<file path="src/rtl/gpio_pad_pkg.sv">
// ---------------------------------------------------------------------------
// gpio_pad_pkg
//
// Shared definitions for the GPIO pad-ring controller:
//   - word addresses of the LO/HI register pairs on the 5-bit register bus
//   - the reset image of the input-enable vector
//   - lo_hi_mask(): which bits of a HI word map onto real pads
// ---------------------------------------------------------------------------
package gpio_pad_pkg;

    // Every register is a LO/HI pair. LO carries pads 31:0 and HI carries
    // pads NUM_BIDIR-1:32. Bit 0 of the address selects the half.
    localparam logic [4:0] ADDR_OUT_LO   = 5'd0;
    localparam logic [4:0] ADDR_OUT_HI   = 5'd1;
    localparam logic [4:0] ADDR_OE_LO    = 5'd2;
    localparam logic [4:0] ADDR_OE_HI    = 5'd3;
    localparam logic [4:0] ADDR_IE_LO    = 5'd4;
    localparam logic [4:0] ADDR_IE_HI    = 5'd5;
    localparam logic [4:0] ADDR_PU_LO    = 5'd6;
    localparam logic [4:0] ADDR_PU_HI    = 5'd7;
    localparam logic [4:0] ADDR_PD_LO    = 5'd8;
    localparam logic [4:0] ADDR_PD_HI    = 5'd9;
    localparam logic [4:0] ADDR_CS_LO    = 5'd10;
    localparam logic [4:0] ADDR_CS_HI    = 5'd11;
    localparam logic [4:0] ADDR_SL_LO    = 5'd12;
    localparam logic [4:0] ADDR_SL_HI    = 5'd13;
    localparam logic [4:0] ADDR_IN_LO    = 5'd14;
    localparam logic [4:0] ADDR_IN_HI    = 5'd15;
    localparam logic [4:0] ADDR_RISE_LO  = 5'd16;
    localparam logic [4:0] ADDR_RISE_HI  = 5'd17;
    localparam logic [4:0] ADDR_FALL_LO  = 5'd18;
    localparam logic [4:0] ADDR_FALL_HI  = 5'd19;
    localparam logic [4:0] ADDR_IRQEN_LO = 5'd20;
    localparam logic [4:0] ADDR_IRQEN_HI = 5'd21;

    // Input buffers come out of reset enabled on every pad; the top level
    // takes the low NUM_BIDIR bits of this image.
    localparam logic [63:0] IE_RST_ALL = 64'hFFFF_FFFF_FFFF_FFFF;

    // Mask of the HI-word bits that correspond to existing pads
    // (bit k of the HI word is pad 32+k).
    function automatic logic [31:0] lo_hi_mask(input int num_bidir);
        logic [31:0] m;
        m = '0;
        for (int b = 0; b < 32; b++) begin
            if (b < num_bidir - 32) begin
                m[b] = 1'b1;
            end
        end
        return m;
    endfunction

endpackage

</file>
<file path="src/rtl/gpio_edge_detect.sv">
// ---------------------------------------------------------------------------
// gpio_edge_detect
//
// Brings an asynchronous input vector into the clk_i domain with a two-flop
// synchronizer, keeps one more flop of history ("prev") and produces
// single-cycle rise/fall pulses per bit.
//
// Ports:
//   clk_i    core clock
//   rst_i    synchronous active-high reset, clears all flops to 0
//   async_i  raw pad-to-core inputs (asynchronous)
//   sync_o   synchronized inputs
//   rise_o   sync & ~prev
//   fall_o   ~sync & prev
// ---------------------------------------------------------------------------
module gpio_edge_detect #(
    parameter int WIDTH = 54
) (
    input  logic             clk_i,
    input  logic             rst_i,
    input  logic [WIDTH-1:0] async_i,
    output logic [WIDTH-1:0] sync_o,
    output logic [WIDTH-1:0] rise_o,
    output logic [WIDTH-1:0] fall_o
);

    for (genvar gi = 0; gi < WIDTH; gi++) begin : g_bit
        logic meta_q;
        logic sync_q;
        logic prev_q;

        always_ff @(posedge clk_i) begin
            if (rst_i) begin
                meta_q <= 1'b0;
                sync_q <= 1'b0;
                prev_q <= 1'b0;
            end else begin
                meta_q <= async_i[gi];
                sync_q <= meta_q;
                prev_q <= sync_q;
            end
        end

        assign sync_o[gi] = sync_q;
        assign rise_o[gi] = sync_q & ~prev_q;
        assign fall_o[gi] = ~sync_q & prev_q;
    end

endmodule

</file>
<file path="src/rtl/gpio_pad_ctrl.sv">
// ---------------------------------------------------------------------------
// gpio_pad_ctrl
//
// Core-side controller for the bidirectional pad ring. A single-cycle
// register bus programs the per-pad control vectors (data, OE, IE, CS, SL,
// PU, PD); pad inputs are synchronized, edge-detected into sticky
// write-1-to-clear pending registers and combined with IRQ_EN into a
// registered level interrupt.
//
// Ports:
//   clk_i, rst_i            core clock, synchronous active-high reset
//   bus_addr/wdata/we/re    register bus (single-cycle strobes)
//   bus_rdata, bus_rvalid   read return, one cycle after bus_re; rdata is 0
//                           whenever rvalid is low
//   irq                     registered |(pending & irq_en)
//   io_in                   pad-to-core data (asynchronous)
//   io_out, io_oe, io_ie,
//   io_cs, io_sl, io_pu,
//   io_pd                   registered pad controls
// ---------------------------------------------------------------------------
module gpio_pad_ctrl
    import gpio_pad_pkg::*;
#(
    parameter int NUM_BIDIR = 54
) (
    input  logic                 clk_i,
    input  logic                 rst_i,
    input  logic [4:0]           bus_addr,
    input  logic [31:0]          bus_wdata,
    input  logic                 bus_we,
    input  logic                 bus_re,
    output logic [31:0]          bus_rdata,
    output logic                 bus_rvalid,
    output logic                 irq,
    input  logic [NUM_BIDIR-1:0] io_in,
    output logic [NUM_BIDIR-1:0] io_out,
    output logic [NUM_BIDIR-1:0] io_oe,
    output logic [NUM_BIDIR-1:0] io_ie,
    output logic [NUM_BIDIR-1:0] io_cs,
    output logic [NUM_BIDIR-1:0] io_sl,
    output logic [NUM_BIDIR-1:0] io_pu,
    output logic [NUM_BIDIR-1:0] io_pd
);

    localparam int N = NUM_BIDIR;

    // The LO/HI word split only works for 33..64 pads.
    if ((NUM_BIDIR < 33) || (NUM_BIDIR > 64)) begin : g_bad_num_bidir
        $error("gpio_pad_ctrl: NUM_BIDIR must be in 33..64");
    end

    // -----------------------------------------------------------------------
    // Word helpers
    // -----------------------------------------------------------------------
    // Replace the LO or HI half of a pad vector with a bus word. HI bits that
    // land beyond the last pad simply have nowhere to go.
    function automatic logic [N-1:0] wr_merge(input logic [N-1:0] cur,
                                              input logic         hi,
                                              input logic [31:0]  wd);
        logic [N-1:0] res;
        res = cur;
        for (int b = 0; b < N; b++) begin
            if ((b >= 32) == hi) begin
                res[b] = wd[b % 32];
            end
        end
        return res;
    endfunction

    // Extract the LO or HI half of a pad vector as a bus word.
    function automatic logic [31:0] rd_word(input logic [N-1:0] vec,
                                            input logic         hi);
        logic [63:0] ext;
        ext        = '0;
        ext[N-1:0] = vec;
        return hi ? (ext[63:32] & lo_hi_mask(N)) : ext[31:0];
    endfunction

    // -----------------------------------------------------------------------
    // State
    // -----------------------------------------------------------------------
    logic [N-1:0] out_q,       out_d;
    logic [N-1:0] oe_q,        oe_d;
    logic [N-1:0] ie_q,        ie_d;
    logic [N-1:0] pu_q,        pu_d;
    logic [N-1:0] pd_q,        pd_d;
    logic [N-1:0] cs_q,        cs_d;
    logic [N-1:0] sl_q,        sl_d;
    logic [N-1:0] rise_pend_q, rise_pend_d;
    logic [N-1:0] fall_pend_q, fall_pend_d;
    logic [N-1:0] irq_en_q,    irq_en_d;
    logic [N-1:0] pd_pad_q,    pd_pad_d;
    logic [31:0]  rdata_q,     rdata_d;
    logic         rvalid_q,    rvalid_d;
    logic         irq_q,       irq_d;

    logic [N-1:0] sync_vec;
    logic [N-1:0] edge_rise;
    logic [N-1:0] edge_fall;
    logic [N-1:0] in_vis;
    logic [N-1:0] rise_clr;
    logic [N-1:0] fall_clr;
    logic [31:0]  rd_word_sel;
    logic         hi_sel;

    assign hi_sel = bus_addr[0];

    // -----------------------------------------------------------------------
    // Input path
    // -----------------------------------------------------------------------
    gpio_edge_detect #(
        .WIDTH (N)
    ) u_edge (
        .clk_i   (clk_i),
        .rst_i   (rst_i),
        .async_i (io_in),
        .sync_o  (sync_vec),
        .rise_o  (edge_rise),
        .fall_o  (edge_fall)
    );

    // Pads with their input buffer disabled read as 0 and never flag edges.
    assign in_vis = sync_vec & ie_q;

    // -----------------------------------------------------------------------
    // Register-file next state
    // -----------------------------------------------------------------------
    always_comb begin
        out_d    = out_q;
        oe_d     = oe_q;
        ie_d     = ie_q;
        pu_d     = pu_q;
        pd_d     = pd_q;
        cs_d     = cs_q;
        sl_d     = sl_q;
        irq_en_d = irq_en_q;
        rise_clr = '0;
        fall_clr = '0;

        if (bus_we) begin
            case (bus_addr)
                ADDR_OUT_LO,   ADDR_OUT_HI:   out_d    = wr_merge(out_q,    hi_sel, bus_wdata);
                ADDR_OE_LO,    ADDR_OE_HI:    oe_d     = wr_merge(oe_q,     hi_sel, bus_wdata);
                ADDR_IE_LO,    ADDR_IE_HI:    ie_d     = wr_merge(ie_q,     hi_sel, bus_wdata);
                ADDR_PU_LO,    ADDR_PU_HI:    pu_d     = wr_merge(pu_q,     hi_sel, bus_wdata);
                ADDR_PD_LO,    ADDR_PD_HI:    pd_d     = wr_merge(pd_q,     hi_sel, bus_wdata);
                ADDR_CS_LO,    ADDR_CS_HI:    cs_d     = wr_merge(cs_q,     hi_sel, bus_wdata);
                ADDR_SL_LO,    ADDR_SL_HI:    sl_d     = wr_merge(sl_q,     hi_sel, bus_wdata);
                ADDR_RISE_LO,  ADDR_RISE_HI:  rise_clr = wr_merge({N{1'b0}}, hi_sel, bus_wdata);
                ADDR_FALL_LO,  ADDR_FALL_HI:  fall_clr = wr_merge({N{1'b0}}, hi_sel, bus_wdata);
                ADDR_IRQEN_LO, ADDR_IRQEN_HI: irq_en_d = wr_merge(irq_en_q, hi_sel, bus_wdata);
                default: ; // IN is read-only; 22..31 are unmapped
            endcase
        end

        // Clear first, then OR in new edges: a fresh edge beats a
        // simultaneous write-1-to-clear on the same bit.
        rise_pend_d = (rise_pend_q & ~rise_clr) | (edge_rise & ie_q);
        fall_pend_d = (fall_pend_q & ~fall_clr) | (edge_fall & ie_q);

        // Pull-up wins a PU/PD conflict at the pad; the PD register itself
        // keeps what software wrote.
        pd_pad_d = pd_d & ~pu_d;
    end

    // -----------------------------------------------------------------------
    // Read mux (uses current register values, so a same-cycle write is not
    // visible to the read)
    // -----------------------------------------------------------------------
    always_comb begin
        rd_word_sel = '0;
        case (bus_addr)
            ADDR_OUT_LO,   ADDR_OUT_HI:   rd_word_sel = rd_word(out_q,       hi_sel);
            ADDR_OE_LO,    ADDR_OE_HI:    rd_word_sel = rd_word(oe_q,        hi_sel);
            ADDR_IE_LO,    ADDR_IE_HI:    rd_word_sel = rd_word(ie_q,        hi_sel);
            ADDR_PU_LO,    ADDR_PU_HI:    rd_word_sel = rd_word(pu_q,        hi_sel);
            ADDR_PD_LO,    ADDR_PD_HI:    rd_word_sel = rd_word(pd_q,        hi_sel);
            ADDR_CS_LO,    ADDR_CS_HI:    rd_word_sel = rd_word(cs_q,        hi_sel);
            ADDR_SL_LO,    ADDR_SL_HI:    rd_word_sel = rd_word(sl_q,        hi_sel);
            ADDR_IN_LO,    ADDR_IN_HI:    rd_word_sel = rd_word(in_vis,      hi_sel);
            ADDR_RISE_LO,  ADDR_RISE_HI:  rd_word_sel = rd_word(rise_pend_q, hi_sel);
            ADDR_FALL_LO,  ADDR_FALL_HI:  rd_word_sel = rd_word(fall_pend_q, hi_sel);
            ADDR_IRQEN_LO, ADDR_IRQEN_HI: rd_word_sel = rd_word(irq_en_q,    hi_sel);
            default:                      rd_word_sel = '0;
        endcase

        rvalid_d = bus_re;
        rdata_d  = bus_re ? rd_word_sel : 32'h0;
        irq_d    = |((rise_pend_q | fall_pend_q) & irq_en_q);
    end

    // -----------------------------------------------------------------------
    // Registers
    // -----------------------------------------------------------------------
    always_ff @(posedge clk_i) begin
        if (rst_i) begin
            out_q       <= '0;
            oe_q        <= '0;
            ie_q        <= IE_RST_ALL[N-1:0];
            pu_q        <= '0;
            pd_q        <= '0;
            cs_q        <= '0;
            sl_q        <= '0;
            rise_pend_q <= '0;
            fall_pend_q <= '0;
            irq_en_q    <= '0;
            pd_pad_q    <= '0;
            rdata_q     <= '0;
            rvalid_q    <= 1'b0;
            irq_q       <= 1'b0;
        end else begin
            out_q       <= out_d;
            oe_q        <= oe_d;
            ie_q        <= ie_d;
            pu_q        <= pu_d;
            pd_q        <= pd_d;
            cs_q        <= cs_d;
            sl_q        <= sl_d;
            rise_pend_q <= rise_pend_d;
            fall_pend_q <= fall_pend_d;
            irq_en_q    <= irq_en_d;
            pd_pad_q    <= pd_pad_d;
            rdata_q     <= rdata_d;
            rvalid_q    <= rvalid_d;
            irq_q       <= irq_d;
        end
    end

    assign io_out     = out_q;
    assign io_oe      = oe_q;
    assign io_ie      = ie_q;
    assign io_cs      = cs_q;
    assign io_sl      = sl_q;
    assign io_pu      = pu_q;
    assign io_pd      = pd_pad_q;
    assign bus_rdata  = rdata_q;
    assign bus_rvalid = rvalid_q;
    assign irq        = irq_q;

endmodule

</file>
<file path="config.mk">
export PLATFORM = sky130hd
export DESIGN_NAME = gpio_pad_ctrl
export DESIGN_NICKNAME = d
export VERILOG_FILES = /design/src/rtl/gpio_pad_pkg.sv /design/src/rtl/gpio_edge_detect.sv /design/src/rtl/gpio_pad_ctrl.sv
export SDC_FILE = /design/constraint.sdc
export NUM_CORES = 2
export LEC_CHECK = 0
export ABC_AREA = 1
export BUFFER_PORTS_ARGS = -buffer_cell sky130_fd_sc_hd__clkbuf_2
export CAP_MARGIN = 10
export CORE_MARGIN = 4
export CORE_UTILIZATION = 55
export DETAILED_ROUTE_END_ITERATION = 10
export GPL_TIMING_DRIVEN = 0
export PLACE_DENSITY_LB_ADDON = 0.08
export SLEW_MARGIN = 10
export SYNTH_ARGS = -nofsm -noshare
export SYNTH_HDL_FRONTEND = slang
export SYNTH_SLANG_ARGS = --single-unit
</file>
<file path="constraint.sdc">
create_clock -name clk_i -period 2 [get_ports clk_i]
set_input_delay 0 -clock clk_i [delete_from_list [all_inputs] [get_ports clk_i]]
set_output_delay 0 -clock clk_i [all_outputs]
set_load 0.01 [all_outputs]
</file>
## Word level (Yosys, flattened, before mapping)

Cells that the tools add are included.

| operators by class | value |
|---|---|
| equality and inequality tests | 21 |
| mux-type cells | 182 |
| bitwise gates (word level) | 231 |
| reduce and logical (&&, ||, !) cells | 26 |

Operators by type and width:

| operator | number |
|---|---|
| 2-to-1 mux 54 bit | 8 |
| AND 54 bit | 7 |
| 2-to-1 mux 32 bit | 11 |
| one-hot mux 32 bit (11 select lines) | 1 |
| 2-to-1 mux 1 bit | 162 |
| NOT 54 bit | 3 |
| OR 54 bit | 3 |
| NOT 1 bit | 110 |
| AND 1 bit | 108 |
| OR reduction 54 bit | 1 |
| equality test 5 x 4 -> 1 bit, second input constant | 8 |
| AND reduction 3 bit | 12 |
| equality test 5 bit, second input constant | 6 |
| OR reduction 2 bit | 12 |
| equality test 5 x 3 -> 1 bit, second input constant | 4 |
| equality test 5 x 2 -> 1 bit, second input constant | 2 |
| equality test 5 x 1 -> 1 bit, second input constant | 1 |
| logical NOT 5 bit | 1 |

| word-level totals | value |
|---|---|
| register bits after elaboration | 790 |
| input port bits | 95 |
| word-level logic and storage cells | 642 |

## Longest topological paths before layout

| depth | value |
|---|---|
| depth in word-level cells | 7 |
| mapped depth | 12 |
| gate-level depth less buffers | 10 |

## Hierarchy

From an unflattened synthesis, not the netlist that was laid out.

| unflattened totals | value |
|---|---|
| cells, all modules | 4823 |
| area, all modules | 33099.2 um^2 |

By module, submodules not included:

| module | instances | cells each | area an instance (um^2) | seq. area each (um^2) |
|---|---|---|---|---|
| gpio_pad_ctrl | 1 | 4103 | 27477.6 | 12572.1 |
| gpio_edge_detect | 1 | 720 | 5621.6 | 3243.1 |

## Worst setup path before layout

Ideal clock, no wire load.

| timing | value |
|---|---|
| path type | input to register |
| from | in bus_addr[0] |
| to | reg ie_q[10] (netlist: io_ie[10]) |
| library setup time | 0.144 ns |
| data arrival time | 1.032 ns |
| setup slack | 0.824 ns |
| stages on the path | 7 |
| path buffers | 3 |
| path through | buf_4 inv_4 nand2_4 buf_6 nor2_1 buf_2 o221ai_1 |

| on the way | value |
|---|---|
| cells in the longest elaborated chain, start to end | 3 |
| elaborated cells between the ends (all ways) | 5 |
| classes of those cells | eq/ne: 2; bitwise: 1; reduce/logical: 2 |

Ends and longest elaborated chain:

| element | line | source |
|---|---|---|
| start, declared | gpio_pad_ctrl.sv:28 | `input logic [4:0] bus_addr,` |
| equality test 5 x 3 -> 1 bit | gpio_pad_ctrl.sv:141 | `case (bus_addr)` |
| OR reduction 2 bit | gpio_pad_ctrl.sv:141 |  |
| AND reduction 3 bit (no source line) (*) | n/a |  |
| end signal, assigned | gpio_pad_ctrl.sv:199 | `ie_q <= IE_RST_ALL[N-1:0];` |
| end signal, assigned | gpio_pad_ctrl.sv:214 | `ie_q <= ie_d;` |
| end, declared | gpio_pad_ctrl.sv:84 | `logic [N-1:0] ie_q, ie_d;` |

Every way passes the cells marked *; elsewhere a longest branch is shown, timed or not.
A chain may end at the register's enable or synchronous reset.

## Worst setup path in the final report

| timing | value |
|---|---|
| from | reg fall_pend_q[16] |
| to | reg irq_q (netlist: irq) |

| on the way | value |
|---|---|
| cells in the longest elaborated chain, start to end | 3 |

Ends and longest elaborated chain:

| element | line | source |
|---|---|---|
| start, declared | gpio_pad_ctrl.sv:90 | `logic [N-1:0] fall_pend_q, fall_pend_d;` |
| start signal, assigned | gpio_pad_ctrl.sv:220 | `fall_pend_q <= fall_pend_d;` |
| OR 54 bit | gpio_pad_ctrl.sv:189 | `irq_d = \|((rise_pend_q \| fall_pend_q) & irq_en_q);` |
| AND 54 bit | gpio_pad_ctrl.sv:189 |  |
| OR reduction 54 bit | gpio_pad_ctrl.sv:189 |  |
| end signal, assigned | gpio_pad_ctrl.sv:225 | `irq_q <= irq_d;` |
| end, declared | gpio_pad_ctrl.sv:95 | `logic irq_q, irq_d;` |

No other way between the ends.

==> summary.txt <==
STA
  • Final Cycle Share: 0.959
  • Minimum clock period: between 1500 and 2000 ps
  • Final setup viols: 0
  • Final hold slack: a little over 80 ps
  • Slew @ Worst Pin: 1140 ps
  • Clock skew: 18.3 ps
  • FMAX: 0.522 GHz
  • Final hold vios: 0
  • RSZ-0062 raised after global routing: no
  • Worst rel slew slack: 0.241
  • Max-slew violations: 0

Routing
  • Routed Antenna Nets: 0
  • Post-DR vias/cell: approximately 5.8
  • Remaining routing DRC violations: 0
  • Avg WL per Cell: between 20 and 25 um
  • Initial DRT Pass Iterations: 7
  • DRT iter0 DRCs: 5521
  • Routed wire length: around 150 mm
  • Vias: about 36k

Worst setup path
  • Cell mode on critical path: nor2_1
  • Data arrival, critical path: roughly 2400 ps
  • R2R cell count: 8
  • CP Cell Sequence: nor2_1 > nor2_1 > nor2_1 > nand2_1 > nor2_1 > nand3_1 > nor2_1 > nor2_1
  • Crit-path leading delay family: simple AND/OR/NAND/NOR gates
  • Worst reg2reg setup slack: around 83 ps
  • Crit. End Element: flip-flop
  • Worst setup SP type: flip-flop
  • Slowest-stage cell, CP: nor2_1
  • Critical path buffers and inverters: 0
  • Slowest stage delay, CP: roughly 400 ps
  • WP data required: ~2500 ps
  • Worst R2R End: irq
  • Class of the most critical setup path: reg -> reg
  • Reg2reg start: fall_pend_q[16]
  • Crit Path Max Fanout: 3

Clock tree
  • Clock root cell: clkbuf_16
  • H-Tree Depth: 3
  • Reg clk slew, reported paths: 70 ps
  • Deepest clock path buffer count: 3
  • # clock sinks: between 700 and 800
  • CTS tree: done
  • Hold-fix buffers, CTS: 88
  • Num CTS Buffers: 81
  • CTS resizes: 0
  • Setup Fix Bufs, Post-CTS: 0
  • Skew-Pair Late Insertion Delay: 650 ps

Run status
  • Status: complete, no violations

Layout
  • Share of layout cells above drive strength 1: 0.155
  • Commonest non-fill, non-tap cell in the layout: nand2_1
  • Number of fillers in the final layout: roughly 5k
  • Nets: between 5k and 6k
  • Synth-to-layout area growth: 22.1%
  • Post-route cell area: between 30000 and 40000 um^2
  • Most frequent cells in the layout: nand2_1 (1480), dfxtp_1 (790), nor2_1 (532)
  • Final Util: 0.682

Floorplan
  • Die Width: 251 um
  • Die Area: between 60000 and 70000 um^2
  • Io pins: 507
  • Height of the die: between 200 and 300 um
  • Starting Density: 0.559
  • Core Area: a little under 60000 um^2
  • Row cnt: approximately 90

Worst hold path
  • Worst hold-check path type: in -> reg
  • Hold endpoint: u_edge.g_bit[42].meta_q
  • HP Start: io_in[42]
  • Worst Hold Path Cells: 4

Yosys
  • Synth warn: 0
  • Synth async-reset ratio: 0
  • Avg Inst Size Synth: about 7 um^2
  • Register bit total from synthesis: around 800
  • Syn Inst Count: 4664
  • Post-synth EDFFs: 0
  • Post-Syn Area: between 30000 and 40000 um^2
  • Top_reg_cell synth: dfxtp_1
  • Synth Net Count: between 4k and 5k
  • Distinct cell type count after synthesis: 30
  • Seq/Total Area, Yosys: 0.487

Global routing
  • Initial antenna violation count: 8
  • First-pass GRT wire length: roughly 220 mm
  • GR Util All Layers: 0.466
  • Vias in the first global route: 32.9k
  • GR Overflow Total: 0
  • Largest net degree at the start of global routing: 16

Placement
  • DP Wirelength: around 120 mm
  • RD Place Congestion: a little over 1
  • IO Port Bufs: approximately 500
  • Dpl cell area: 36000 um^2

Power and ir drop
  • Power consumption: roughly 35 mW
  • PwrDens: approximately 880 nW/um^2
  • Peak VDD IR: 0.000966 V
  • Leakage: ~18 nW

Job
  • Max-cap viol count: 0
[report_power, final]
part | leakage, nW | internal, mW | switching (mW)
clock | 1.36 | 9.16 | 6.86
combinational | 9.82 | 0.658 | 1.93
sequential | 6.41 | 16.1 | 0.237
[how the worst max path moves through the flow]
stage	start	depth (start not counted)	slack (ps)	to
5_1_grt	io_ie[5]	8	70	bus_rdata[5]
3_5_place_dp	rst_i	5	-330	u_edge.g_bit[48].prev_q
4_1_cts	rise_pend_q[17]	8	210	irq
2_1_floorplan	bus_addr[0]	7	820	io_ie[10]
6_report	fall_pend_q[16]	8	80	irq
3_3_place_gp	rst_i	5	-260	u_edge.g_bit[27].meta_q
[Yosys cell counts, types with 3 or more instances]
cell type,count,share of area
nor2_4,14,0.0049
inv_2,23,0.0027
nand2_2,8,0.0015
a21oi_1,415,0.064
buf_4,15,0.0035
inv_1,435,0.050
nor2_2,20,0.0038
buf_6,3,0.0010
a22oi_1,44,0.010
o21ai_1,41,0.0063
nand4_1,3,0.00058
nand3_1,95,0.015
buf_2,111,0.017
o21ai_0,336,0.052
buf_1,6,0.00069
nor2_1,532,0.061
nor3_1,54,0.0083
nand2_1,1480,0.17
clkbuf_1,138,0.016
a211oi_1,10,0.0023
o221ai_1,33,0.0089
dfxtp_1,790,0.49
o211ai_1,24,0.0055
o22ai_1,25,0.0048
[stage by stage]
stage                     std cells  TNS, ps  setup WS [ps]
after floorplan                4664        0            824
after global placement         5933   -24300           -258
after detailed placement       5933   -29630           -332
after CTS                      6168        0            214
after global routing           6168        0           70.5
final                          6172        0           82.8
[registers in the layout, indices dropped and copies added, names as in the netlist]
register / count
fall_pend_q: 54
io_cs: 54
io_ie: 54
io_oe: 54
io_out: 54
io_pd: 54
io_pu: 54
io_sl: 54
irq_en_q: 54
pd_q: 54
rise_pend_q: 54
u_edge.g_bit.meta_q: 54
u_edge.g_bit.prev_q: 54
u_edge.g_bit.sync_q: 54
bus_rdata: 32
bus_rvalid: 1
irq: 1
[worst register-to-register path, delay by kind of cell (launching register included)]
| family | cells | cell delay [ps] |
|---|---|---|
| DFF | 1 | 340 |
| and+or+nand+nor | 8 | 1440 |
[layout make-up]
type | count | area [um^2] | share of cell area
well taps | 765 | 957 | 0.0241
clock buffers | 111 | 2330 | 0.0588
flip-flops and latches | 790 | 15800 | 0.399
repair buffers | 592 | 3400 | 0.0858
inverters | 459 | 1730 | 0.0435
multi-input cells | 3142 | 13700 | 0.346
plain buffers | 273 | 1240 | 0.0313
clock inverters | 36 | 472 | 0.0119
diodes | 4 | 10.0 | 0.000252
[logic make-up (layout without fill, tap and decap cells)]
kind of cell           Yosys count  in the layout  share of synthesized area
and+or+nand+nor               2211           2211                      0.268
DFF                            790            790                      0.487
buffers and inverters          732           1471                     0.0913
AOI/OAI and AO/OA              931            931                      0.154
other                            0              4                          0
[layer usage]
metal / vias up / GRT usage / share of wire
met5: - / 0 / 0.00025
met3: 491 / 0.161 / 0.16
met1: 16500 / 0.621 / 0.37
li1: 16100 / - / -
met2: 2914 / 0.687 / 0.41
met4: 6 / 0.208 / 0.055
Note: power is estimated with default switching activity, not from simulation.
